## config.mk

```make
export PLATFORM = sky130hd
export DESIGN_NAME = lsu_mem_master
export DESIGN_NICKNAME = d
export VERILOG_FILES = /design/src/rtl/lsu_pkg.sv /design/src/rtl/lsu_load_align.sv /design/src/rtl/lsu_mem_master.sv
export SDC_FILE = /design/constraint.sdc
export NUM_CORES = 1
export LEC_CHECK = 0
export ABC_AREA = 1
export CELL_PAD_IN_SITES_DETAIL_PLACEMENT = 1
export CELL_PAD_IN_SITES_GLOBAL_PLACEMENT = 1
export CORE_ASPECT_RATIO = 1.2
export CORE_MARGIN = 10
export CORE_UTILIZATION = 26
export DETAILED_ROUTE_END_ITERATION = 7
export PLACE_DENSITY = 0.85
export SETUP_SLACK_MARGIN = 0.02
export SYNTH_ARGS = -nofsm -noshare
export SYNTH_HDL_FRONTEND = slang
export SYNTH_SLANG_ARGS = --single-unit
```

## constraint.sdc

```tcl
create_clock -name clk -period 1.4 [get_ports clk]
set_input_delay 0.28 -clock clk [delete_from_list [all_inputs] [get_ports clk]]
set_output_delay 0.28 -clock clk [all_outputs]
set_load 0.005 [all_outputs]
```

## src/rtl/lsu_pkg.sv

```systemverilog
// Shared types and helpers for the load/store memory master.
// Size encodings, FSM states and byte-enable construction.
package lsu_pkg;

    localparam logic [1:0] SZ_BYTE = 2'd0;
    localparam logic [1:0] SZ_HALF = 2'd1;
    localparam logic [1:0] SZ_WORD = 2'd2;
    localparam logic [1:0] SZ_ILL  = 2'd3;

    localparam logic [3:0] BE_NONE = 4'b0000;
    localparam logic [3:0] BE_WORD = 4'b1111;
    localparam logic [3:0] BE_LO   = 4'b0011;
    localparam logic [3:0] BE_HI   = 4'b1100;

    typedef enum logic [1:0] {
        IDLE,
        ACCESS,
        ACCESS2,
        RESP
    } state_t;

    function automatic logic [3:0] be_of(
        input logic [1:0] size,
        input logic [1:0] off
    );
        logic [3:0] be;
        be = BE_NONE;
        unique case (1'b1)
            (size == SZ_BYTE): be = 4'b0001 << off;
            (size == SZ_HALF): be = off[1] ? BE_HI : BE_LO;
            (size == SZ_WORD): be = BE_WORD;
            default:           be = BE_NONE;
        endcase
        return be;
    endfunction

    function automatic logic misaligned(
        input logic [1:0] size,
        input logic [1:0] off
    );
        return ((size == SZ_HALF) && off[0]) ||
               ((size == SZ_WORD) && (off != 2'd0));
    endfunction

    function automatic logic [1:0] last_beat(input logic [1:0] size);
        logic [1:0] lb;
        lb = 2'd0;
        unique case (1'b1)
            (size == SZ_HALF): lb = 2'd1;
            (size == SZ_WORD): lb = 2'd3;
            default:           lb = 2'd0;
        endcase
        return lb;
    endfunction

endpackage

```

## src/rtl/lsu_load_align.sv

```systemverilog
// Load data extraction: picks bytes at the offset out of a word pair
// and sign/zero-extends them to 32 bits.
module lsu_load_align
    import lsu_pkg::*;
(
    input  logic [63:0] pair,
    input  logic [1:0]  off,
    input  logic [1:0]  size,
    input  logic        uns,
    output logic [31:0] data
);

    logic [31:0] sh;

    assign sh = 32'(pair >> {off, 3'b000});

    always_comb begin
        data = sh;
        unique case (1'b1)
            (size == SZ_BYTE): data = {{24{~uns & sh[7]}}, sh[7:0]};
            (size == SZ_HALF): data = {{16{~uns & sh[15]}}, sh[15:0]};
            default:           data = sh;
        endcase
    end

endmodule

```

## src/rtl/lsu_mem_master.sv

```systemverilog
// Load/store initiator between the MEM stage and a byte-enabled memory.
// MISALIGN_SPLIT_EN: split misaligned accesses instead of rejecting them.
module lsu_mem_master
    import lsu_pkg::*;
#(
    parameter int ADDR_W               = 32,
    parameter bit WORD_ALIGN_ONLY_ADDR = 1'b1
) (
    input  logic              clk,
    input  logic              reset,
    input  logic              req_valid,
    output logic              req_ready,
    input  logic              req_store,
    input  logic [1:0]        req_size,
    input  logic              req_unsigned,
    input  logic [ADDR_W-1:0] req_addr,
    input  logic [31:0]       req_wdata,
    output logic              rsp_valid,
    output logic [31:0]       rsp_rdata,
    output logic              rsp_err,
    output logic [ADDR_W-1:0] mem_addr,
    output logic [3:0]        mem_be,
    output logic              mem_we,
    output logic [31:0]       mem_wdata,
    input  logic [31:0]       mem_rdata
);

    state_t            state;
    logic              r_store;
    logic [1:0]        r_size;
    logic              r_uns;
    logic [ADDR_W-1:0] r_addr;
    logic              reject;
    logic [63:0]       pair;
    logic [31:0]       ld_data;

    function automatic logic [ADDR_W-1:0] out_addr(
        input logic [ADDR_W-1:0] a
    );
        if (WORD_ALIGN_ONLY_ADDR)
            return {a[ADDR_W-1:2], 2'b00};
        return a;
    endfunction

`ifdef MISALIGN_SPLIT_EN
    logic [31:0]       r_wdata;
    logic [31:0]       word_a;
    logic [1:0]        beat;
    logic [1:0]        nbeat;
    logic              split;
    logic [ADDR_W-1:0] nb_addr;
    logic [ADDR_W-1:0] next_word;

    assign split     = misaligned(r_size, r_addr[1:0]);
    assign nbeat     = beat + 2'd1;
    assign nb_addr   = r_addr + ADDR_W'(nbeat);
    assign next_word = {r_addr[ADDR_W-1:2], 2'b00} + ADDR_W'(4);
    assign reject    = (req_size == SZ_ILL);
    assign pair      = (state == ACCESS2) ? {mem_rdata, word_a}
                                          : {32'h0, mem_rdata};
`else
    assign reject = (req_size == SZ_ILL) ||
                    misaligned(req_size, req_addr[1:0]);
    assign pair   = {32'h0, mem_rdata};
`endif

    assign req_ready = (state == IDLE) & ~reset;
    assign mem_we    = r_store & ~reset &
                       ((state == ACCESS) | (state == ACCESS2));

    lsu_load_align u_align (
        .pair (pair),
        .off  (r_addr[1:0]),
        .size (r_size),
        .uns  (r_uns),
        .data (ld_data)
    );

    always_ff @(posedge clk) begin
        if (reset) begin
            state     <= IDLE;
            r_store   <= 1'b0;
            r_size    <= SZ_BYTE;
            r_uns     <= 1'b0;
            r_addr    <= '0;
            rsp_valid <= 1'b0;
            rsp_rdata <= '0;
            rsp_err   <= 1'b0;
            mem_addr  <= '0;
            mem_be    <= BE_NONE;
            mem_wdata <= '0;
`ifdef MISALIGN_SPLIT_EN
            r_wdata   <= '0;
            word_a    <= '0;
            beat      <= 2'd0;
`endif
        end else begin
            rsp_valid <= 1'b0;
            unique case (state)
                IDLE: if (req_valid) begin
                    r_store <= req_store;
                    r_size  <= req_size;
                    r_uns   <= req_unsigned;
                    r_addr  <= req_addr;
`ifdef MISALIGN_SPLIT_EN
                    r_wdata <= req_wdata;
                    beat    <= 2'd0;
`endif
                    if (reject) begin
                        state     <= RESP;
                        rsp_valid <= 1'b1;
                        rsp_err   <= 1'b1;
                        rsp_rdata <= '0;
                    end else begin
                        state     <= ACCESS;
                        mem_addr  <= out_addr(req_addr);
                        mem_be    <= be_of(req_size, req_addr[1:0]);
                        mem_wdata <= req_wdata;
`ifdef MISALIGN_SPLIT_EN
                        // first beat: lowest byte of a store, word A of a load
                        if (misaligned(req_size, req_addr[1:0])) begin
                            mem_be    <= req_store ?
                                         4'b0001 << req_addr[1:0] : BE_WORD;
                            mem_wdata <= {24'h0, req_wdata[7:0]};
                        end
`endif
                    end
                end
                ACCESS: begin
`ifdef MISALIGN_SPLIT_EN
                    if (split) begin
                        state <= ACCESS2;
                        if (r_store) begin
                            beat      <= nbeat;
                            mem_addr  <= out_addr(nb_addr);
                            mem_be    <= 4'b0001 << nb_addr[1:0];
                            mem_wdata <= {24'h0,
                                          r_wdata[{nbeat, 3'b000} +: 8]};
                        end else begin
                            word_a   <= mem_rdata;
                            mem_addr <= next_word;
                            mem_be   <= BE_WORD;
                        end
                    end else
`endif
                    begin
                        state     <= RESP;
                        rsp_valid <= 1'b1;
                        rsp_err   <= 1'b0;
                        rsp_rdata <= r_store ? 32'h0 : ld_data;
                        mem_be    <= BE_NONE;
                    end
                end
                ACCESS2: begin
`ifdef MISALIGN_SPLIT_EN
                    if (r_store && (beat != last_beat(r_size))) begin
                        beat      <= nbeat;
                        mem_addr  <= out_addr(nb_addr);
                        mem_be    <= 4'b0001 << nb_addr[1:0];
                        mem_wdata <= {24'h0,
                                      r_wdata[{nbeat, 3'b000} +: 8]};
                    end else begin
                        state     <= RESP;
                        rsp_valid <= 1'b1;
                        rsp_err   <= 1'b0;
                        rsp_rdata <= r_store ? 32'h0 : ld_data;
                        mem_be    <= BE_NONE;
                    end
`else
                    state  <= IDLE;
                    mem_be <= BE_NONE;
`endif
                end
                RESP: begin
                    state     <= IDLE;
                    rsp_err   <= 1'b0;
                    rsp_rdata <= '0;
                end
                default: state <= IDLE;
            endcase
        end
    end

endmodule

```

# Yosys cells after proc, flatten, opt, wreduce, memory -nomap -nowiden
# Cells that the tools add are included.
totals:
  out_inout_bits: 104
  in_bits: 103
  register_bits: 110
op_classes:
  shifts: 2
  eq_ne: 10
  n_reduce_logical: 19
  n_mux: 24
  n_bitwise: 9
ops:
  columns: ["operator", "count"]
  rows:
  - ["$mux W32", 3]
  - ["$pmux W32 S3", 1]
  - ["$pmux W32 S2", 1]
  - ["$shr A32 B5 Y32", 1]
  - ["$mux W4", 3]
  - ["$pmux W4 S3", 1]
  - ["$reduce_and A3 Y1", 4]
  - ["$eq A2 B2 Y1 const B", 4]
  - ["$mux W1", 8]
  - ["$pmux W4 S2", 1]
  - ["$eq A2 B1 Y1 const B", 3]
  - ["$logic_not A2 Y1", 3]
  - ["$mux W2", 3]
  - ["$ne A2 B2 Y1 const B", 3]
  - ["$pmux W2 S3", 1]
  - ["$reduce_bool A2 Y1", 3]
  - ["$reduce_or A2 Y1", 3]
  - ["$and A1 B1 Y1", 5]
  - ["$pmux W1 S2", 2]
  - ["$shl A1 B2 Y4 const A", 1]
  - ["$not A1 Y1", 3]
  - ["$reduce_bool A3 Y1", 1]
  - ["$logic_and A1 B1 Y1", 2]
  - ["$logic_or A1 B1 Y1", 2]
  - ["other kinds (2)", 2]

# Depth between registers and ports, before layout
# Gate-level depths: netlist (run 1).
depth:
  ltp_word: 9
  mapped_depth: 10
  depth_no_buf: 9

# Cells and area by module
# A second synthesis (run 1) with hierarchy kept.
unflattened:
  hier_cells: 858
  hier_area_um2: 5714.2
by_module_without_submodules:
  columns: ["mod", "area_per_inst_um2", "n_inst", "cells_per_inst", "seq_area_each_um2"]
  rows:
  - ["lsu_mem_master", 4576.9, 1, 618, 2162.1]
  - ["lsu_load_align", 1137.3, 1, 240, 0.0]

# Worst setup path after synthesis (run 1)
# OpenSTA, ideal clock, no wires.
synth_path:
  path_kind: "reg-to-reg"
  startpoint: "reg state[0]"
  endpoint: "reg rsp_rdata[6]"
  path_stages_with_launch: 11
  path_slack_ns: -0.141
  synth_period_minus_slack_ns: 1.541
  arrival_time_ns: 1.471
  n_path_buf: 1
  path_cell_list: "dfxtp_1 inv_1 ha_1 inv_2 nor2_2 nor2_1 nand2_4 nor2_4 buf_4 nand2_1 a21oi_1"
synth_via:
  elab_chain_cells: 3
  elab_cells_between_ends: 8
  cone_classes: "eq/ne: 4; mux: 1; reduce/logical: 3"
synth_lines:
  columns: ["item", "line_no", "rtl"]
  rows:
  - ["start: declaration", "lsu_mem_master.sv:28", "state_t state;"]
  - ["start signal: assignment", "lsu_mem_master.sv:81", "state <= IDLE;"]
  - ["start signal: assignment", "lsu_mem_master.sv:110", "state <= RESP;"]
  - ["start signal: assignment", "lsu_mem_master.sv:115", "state <= ACCESS;"]
  - ["$eq A2 B1 Y1, or another cell as far along", "lsu_mem_master.sv:99", "unique case (state)"]
  - ["$reduce_bool A3 Y1 (no line) / $ne A2 B2 Y1 (equally long branches)", null, null]
  - ["$reduce_and A3 Y1 (no line)", null, null]
  - ["end signal: assignment", "lsu_mem_master.sv:150", "rsp_rdata <= r_store ? 32'h0 : ld_data;"]
  - ["end: declaration", "lsu_mem_master.sv:19", "output logic [31:0] rsp_rdata,"]
# Several ways; a longest one is shown, not always the timed one.
# A chain may end at the register's enable or synchronous reset.

# Worst setup path after layout (run 1)
layout_path:
  startpoint: "reg state[0]"
  endpoint: "reg mem_addr[21]"
layout_via:
  elab_chain_cells: 2
layout_lines:
  columns: ["item", "line_no", "rtl"]
  rows:
  - ["$logic_not A2 Y1", "lsu_mem_master.sv:99", null]
  - ["$reduce_and A3 Y1 (no line)", null, null]
  - ["end signal: assignment", "lsu_mem_master.sv:116", "mem_addr <= out_addr(req_addr);"]
  - ["end: declaration", "lsu_mem_master.sv:21", "output logic [ADDR_W-1:0] mem_addr,"]
# No other way between the ends.

==> results of run 1 <==
-- how the worst min path moves through the flow --
stage / startpoint / endpoint / depth (start not counted)
floorplan: req_addr[10] / mem_addr[10] / 2
global placement: rsp_rdata[14] / rsp_rdata[14] / 2
detailed placement: rsp_rdata[3] / rsp_rdata[3] / 2
CTS: rsp_rdata[27] / rsp_rdata[27] / 2
global route: rsp_rdata[30] / rsp_rdata[30] / 2
finish: rsp_rdata[3] / rsp_rdata[3] / 2
-- final cells by class --
| class | count | area [µm²] |
|---|---|---|
| clock inverter | 7 | 77.6 |
| sequential | 108 | 2170 |
| tap | 252 | 315 |
| timing repair buffer | 324 | 3450 |
| inverter | 38 | 153 |
| clock buffer | 9 | 225 |
| multi-input combinational | 526 | 3260 |
| fill | 2099 | 8650 |
| antenna | 2 | 5.00 |
-- state kept, by name, summed over array words and instances (netlist names) --
name	cells
rsp_rdata	32
mem_addr	30
r_uns	1
r_size	2
rsp_valid	1
mem_wdata	32
state	2
rsp_err	1
r_store	1
r_addr	2
mem_be	4
-- critical path: stages, from the launching register on --
cell	delay [ns]
dfxtp_2	0.34
inv_2	0.08
ha_4	0.19
buf_6	0.10
nand4_1	0.14
buf_12	0.21
buf_8	0.14
buf_12	0.14
o21ai_4	0.14
nor2_1	0.07
-- synth_stat cells (all sizes together) --
cell type and count:
nand2 159, conb 1, o211ai 1, inv 38, nand4 1, and2 1, nor2 180, nand3 37
a21oi 43, o31ai 7, o21a 2, nor3 3, o21ai 85, dfxtp 108, buf 25, clkbuf 21
ha 5
-- per-stage QoR --
stage / power [mW] / TNS [ns] / utilization [%] / cells
floorplan: 6.26 / 0 / - / 718
global placement: 8.60 / -39.57 / 41.6 / 1196
detailed placement: 8.74 / -45.42 / 41.6 / 1196
CTS: 13.2 / -13.44 / 50.7 / 1263
global route: 14.9 / -26.82 / 52.7 / 1265
finish: 14.2 / -19.61 / 52.8 / 1266
-- power groups by stage --
stage / clock network [mW] / registers [mW] / logic [mW]
finish: 2.72 / 3.89 / 7.54
global route: 2.89 / 3.94 / 8.03
detailed placement: 0 / 3.88 / 4.86
global placement: 0 / 3.85 / 4.75
floorplan: 0 / 3.88 / 2.38
CTS: 2.76 / 3.83 / 6.58
-- cell usage in the layout (no fill, tap or decap), types with 2 or more instances in the layout --
cell type,instances
nand3_1,34
inv_4,2
nor2_1,123
buf_4,56
inv_6,3
dfxtp_1,102
inv_1,25
ha_1,2
buf_12,21
o21ai_0,12
o21a_1,2
ha_4,3
buf_8,5
conb_1,2
buf_6,26
nand3_4,3
o21ai_2,56
nor2_2,39
o21ai_4,16
inv_2,9
nand2_2,18
dfxtp_2,6
inv_8,2
a21oi_1,17
a21oi_2,26
diode_2,2
buf_16,9
nand2_8,2
dlygate4sd2_1,104
nor2_4,18
nand2_1,124
nand2_4,15
clkdlybuf4s50_1,98
nor3_1,2
o31ai_1,7
clkbuf_16,13
-- repair_timing --
item,in CTS,in global routing
gates resized for setup,365,144
pin swaps,59,55
cloned,20,4
setup endpoints to repair,201,109
buffers inserted,33,13
-- per-layer routing --
metal  GRT usage, %  wire length [µm]  vias up
met5              0                 0        -
met2           36.9             14200      233
met1           21.4             10300     3033
li1               -                 -     2870
met4           6.47               561        0
met3           7.46              2220       37
-- logic make-up (layout without fill, tap and decap cells) --
| family | count (synthesis) | in the layout | share of synthesized area, % |
|---|---|---|---|
| adders and majority gates | 5 | 5 | 1.28 |
| AOI/OAI and AO/OA | 138 | 138 | 14.8 |
| and+or+nand+nor | 381 | 381 | 31.8 |
| other | 1 | 4 | 0.0767 |
| buffers and inverters | 84 | 378 | 7.86 |
| DFF | 108 | 108 | 44.2 |
==> flow_summary.ini, run 1 <==
[status]
outcome = finished with violations
violations = setup timing

[floorplan]
die_w_um = 145
die_area_um2 = 24700
io_pins = 207
start_util_pct = 26.7
rows = 54
core_um2 = 18300
die_y_um = 170

[cts]
ctsHoldBuffers = 0
insertion_delay_ns = 0.36
cts.clk_slew.worst_paths_ns = 0.08
cts.sinks = 108
clockBufferDepth = 2
h-tree-depth = 3
cts_tree = yes
cts-root-buf = clkbuf_16
numCtsBuffers = 9

[power_and_ir_drop]
p_int_mw = 8.46
cellLeakagePower_nw = 4.33
power_density_nw_per_um2 = 1470
power_frac_comb_pct = 53.3
peakVddDrop_mv = 0.737
seqPwrFrac_pct = 27.5
clockPowerShare_pct = 19.2
power_switching_mw = 5.70
switching_share_pct = 40.3

[yosys]
mappedNetlistArea_um2 = 4890
ys_ff_latch = 108
yosysSeqAreaShare_pct = 44.2
synth_top_area_cell = dfxtp_1
synth-warning-count = 0
yosys.area.top_type_share_pct = 44.2
synthesis.instances = 717
syn_avg_cell_area_um2 = 6.82
ys_types = 27
synth_area_leaders = dfxtp_1 44%, nor2_1 13%, nand2_1 12%

[place]
postPlaceCellArea_um2 = 7630
hpwlAfterDp_um = 15800
place_congestion = 0.863
portBuffers = 204
pre_cts_slack_ns = -0.596

[worst_setup_path]
start_kind = register
r2r_cells = 9
timing.rr.start = state[0]
cp.required_ns = 1.65
path_max_fanout = 7
rrSetupSlack_ns = -0.26
r2r_end = mem_addr[21]
crit_arrival_ns = 1.91
path_class = register to register
critPathCapture = mem_addr[21]
end_kind = register
crit_path_start = state[0]

[timing]
final.min_clock_period_ns = 1.66
rsz0062_at_grt = yes
timing.fmax_mhz = 601
hold_slack_ns = 0.461
hold_viol = 0
drv_slew = 0
setup_ws_ns = -0.263
skew_ns = 0.0151
finalSetupViolations = 102
finalCritPeriodShare_pct = 119

[run]
drv_cap = 0

[route]
drtIter0Drc = 278
route.detailed.drc = 0
wirelength_um = 27200
wl_per_cell_um = 21.5
vias_per_cell = 4.88
drtAntennaViolNets = 0
first_pass_iters = 4
dr_total_vias = 6173

[global_routing]
grt_use_total_pct = 20.3
grt_overflow_total = 0
antenna_found_initial = 2
grt_pass1_wl_um = 39400
grt_pass1_vias = 6749
grt_max_degree = 33

[cells_and_area]
final_area_um2 = 9660
syn_to_final_growth_pct = 97.6
nNetsFinal = 1115
drive_above_1_share_pct = 34.9

[hold_path]
hp-class = register to register
No activity file was read; power rests on OpenSTA's default activity.
==> inputs of run 2 (changes only) <==
--- a/config.mk
+++ b/config.mk
@@ -17,3 +17,4 @@
 export SYNTH_ARGS = -nofsm -noshare
 export SYNTH_HDL_FRONTEND = slang
 export SYNTH_SLANG_ARGS = --single-unit
+export TNS_END_PERCENT = 50
==> run 2 against run 1 <==
Net effect: the run still ends with setup timing left; clock skew is 0.0012 ns higher; maximum frequency is 2.4% higher; utilization is 4.9 points lower; power is 13% lower; first-iteration DRC count is 25% lower; design area is 9.3% lower; via count is 5.7% lower.
==> flow_summary.ini, run 2 (same netlist as run 1, synthesis figures left out) <==
[cells_and_area]
register_area_um2 = 2170
nNetsFinal = 1089
finalNonFillerCells = 1239
drive_above_1_share_pct = 24.5
num-fill-cells = 2210
reg_top3 = mem_wdata (32), rsp_rdata (32), mem_addr (30)
final_core_util_pct = 47.8
final_cell_mix = 145 x nor2_1, 143 x nand2_1, 104 x dlygate4sd2_1
syn_to_final_growth_pct = 79.2
multi_input_area_um2 = 2830
final_common_cell = nor2_1
final_area_um2 = 8760

[worst_setup_path]
crit_chain = inv_2, ha_4, inv_4, nor3_2, buf_2
crit_family = flip-flops
start_kind = register
cp_slowest_stage_delay_ns = 0.34
worst-path-buf-inv = 3
path_class = register to primary output
crit_path_start = state[0]
path_max_fanout = 2
cp.required_ns = 1.12
timing.rr.start = state[0]
crit_slowest_cell = dfxtp_2
crit_arrival_ns = 1.34
end_kind = primary output

[global_routing]
grt_pass1_vias = 6223
grt_use_total_pct = 17.2
grt_max_degree = 33
antenna_found_initial = 1
grt_overflow_total = 0
grt_pass1_wl_um = 33800

[route]
vias_per_cell = 4.70
dr_wl_met2_um = 11600
wirelength_um = 23100
route.met3.wl_um = 2300
dr_total_vias = 5822
drtIter0Drc = 208
first_pass_iters = 4
wl_met1_um = 8550
wl_per_cell_um = 18.6
drtAntennaViolNets = 0
top_layer_used = met4
route.detailed.drc = 0

[floorplan]
die_area_um2 = 24700
die_y_um = 170
io_pins = 207
start_util_pct = 26.7
die_w_um = 145
core_um2 = 18300
rows = 54

[run]
drv_cap = 0

[cts]
insertion_delay_ns = 0.37
clockBufferDepth = 2
numCtsBuffers = 9
h-tree-depth = 3
cts_tree = yes
cts-root-buf = clkbuf_16
ctsHoldBuffers = 0
cts.sinks = 108
cts.clk_slew.worst_paths_ns = 0.08

[hold_path]
hp-class = register to register
min-delay-start = rsp_rdata[27]

[place]
hpwlAfterDp_um = 15800
postPlaceCellArea_um2 = 7630
place_congestion = 0.863
portBuffers = 204
place_inst = 1196

[timing]
timing.fmax_mhz = 616
rsz0062_at_grt = yes
skew_ns = 0.0163
final.min_clock_period_ns = 1.62
finalSetupViolations = 64
setup_ws_ns = -0.224
hold_viol = 0
drv_slew = 0
finalCritPeriodShare_pct = 116

[power_and_ir_drop]
total_power_mw = 12.4
power_density_nw_per_um2 = 1410
peakVddDrop_mv = 0.622
cellLeakagePower_nw = 4.03

[status]
violations = setup timing
outcome = finished with violations
-- run 2: cell count changes in the layout (fill, tap and decap cells not counted), moves of 5 or more --
cell     previous run  this run
o21ai_0            12        36
o21ai_2            56        32
nor2_1            123       145
nand2_1           124       143
nand2_2            18         1
nor2_2             39        22
buf_6              26        11
o21ai_1             1        15
o21ai_4            16         2
buf_16              9         3
buf_12             21        16
nor2_4             18        13
-- run 2: repair_timing --
action                     4_1_cts  5_1_grt
setup buffers                   15        5
setup endpoints to repair      201      109
pin swaps                       44       42
gates cloned                     7        5
resized for setup              189      147
-- run 2: layer usage --
metal  up-vias  global-route usage, %
met3        32                   7.96
met4         0                   6.69
met1      2771                   17.4
li1       2809                      -
met2       210                   30.4
met5         -                      0
-- run 2: metrics by stage --
stage	hold slack (ns)	setup slack [ns]	TNS [ns]
2_1_floorplan	0.447	0.0184	0
3_3_place_gp	0.451	-0.619	-39.57
3_5_place_dp	0.455	-0.596	-45.42
4_1_cts	0.466	-0.262	-5.33
5_1_grt	0.484	-0.302	-14.09
6_report	0.463	-0.224	-4.61
-- run 2: cell type report --
class,instances,share of cell area (%)
repair buffers,298,34.1
multi-input cells,526,32.4
flip-flops and latches,108,24.8
well taps,252,3.60
clock buffers,9,2.57
inverters,38,1.69
clock inverters,7,0.886
diodes,1,0.0286
-- run 2: worst paths after layout --
check	end	slack (ns)	cells past startpoint
min reg2reg	rsp_rdata[27]	0.46	2
min	rsp_rdata[27]	0.46	2
max reg2reg	rsp_rdata[9]	-0.13	10
max	mem_we	-0.22	5
-- run 2: where the power goes --
group / leakage [nW] / total, mW / internal (mW) / switching, mW
Combinational: 2.99 / 5.85 / 2.73 / 3.12
Sequential: 0.884 / 3.84 / 3.55 / 0.294
Clock: 0.150 / 2.68 / 1.29 / 1.39
Total: 4.03 / 12.4 / 7.56 / 4.81
-- run 2: worst register-to-register path, delay by kind of cell, from the launching register on --
kind,cells,cell delay (ns)
AOI/OAI and AO/OA,1,0.13
and+or+nand+nor,5,0.49
adders and majority gates,1,0.19
buffers and inverters,3,0.32
DFF,1,0.34
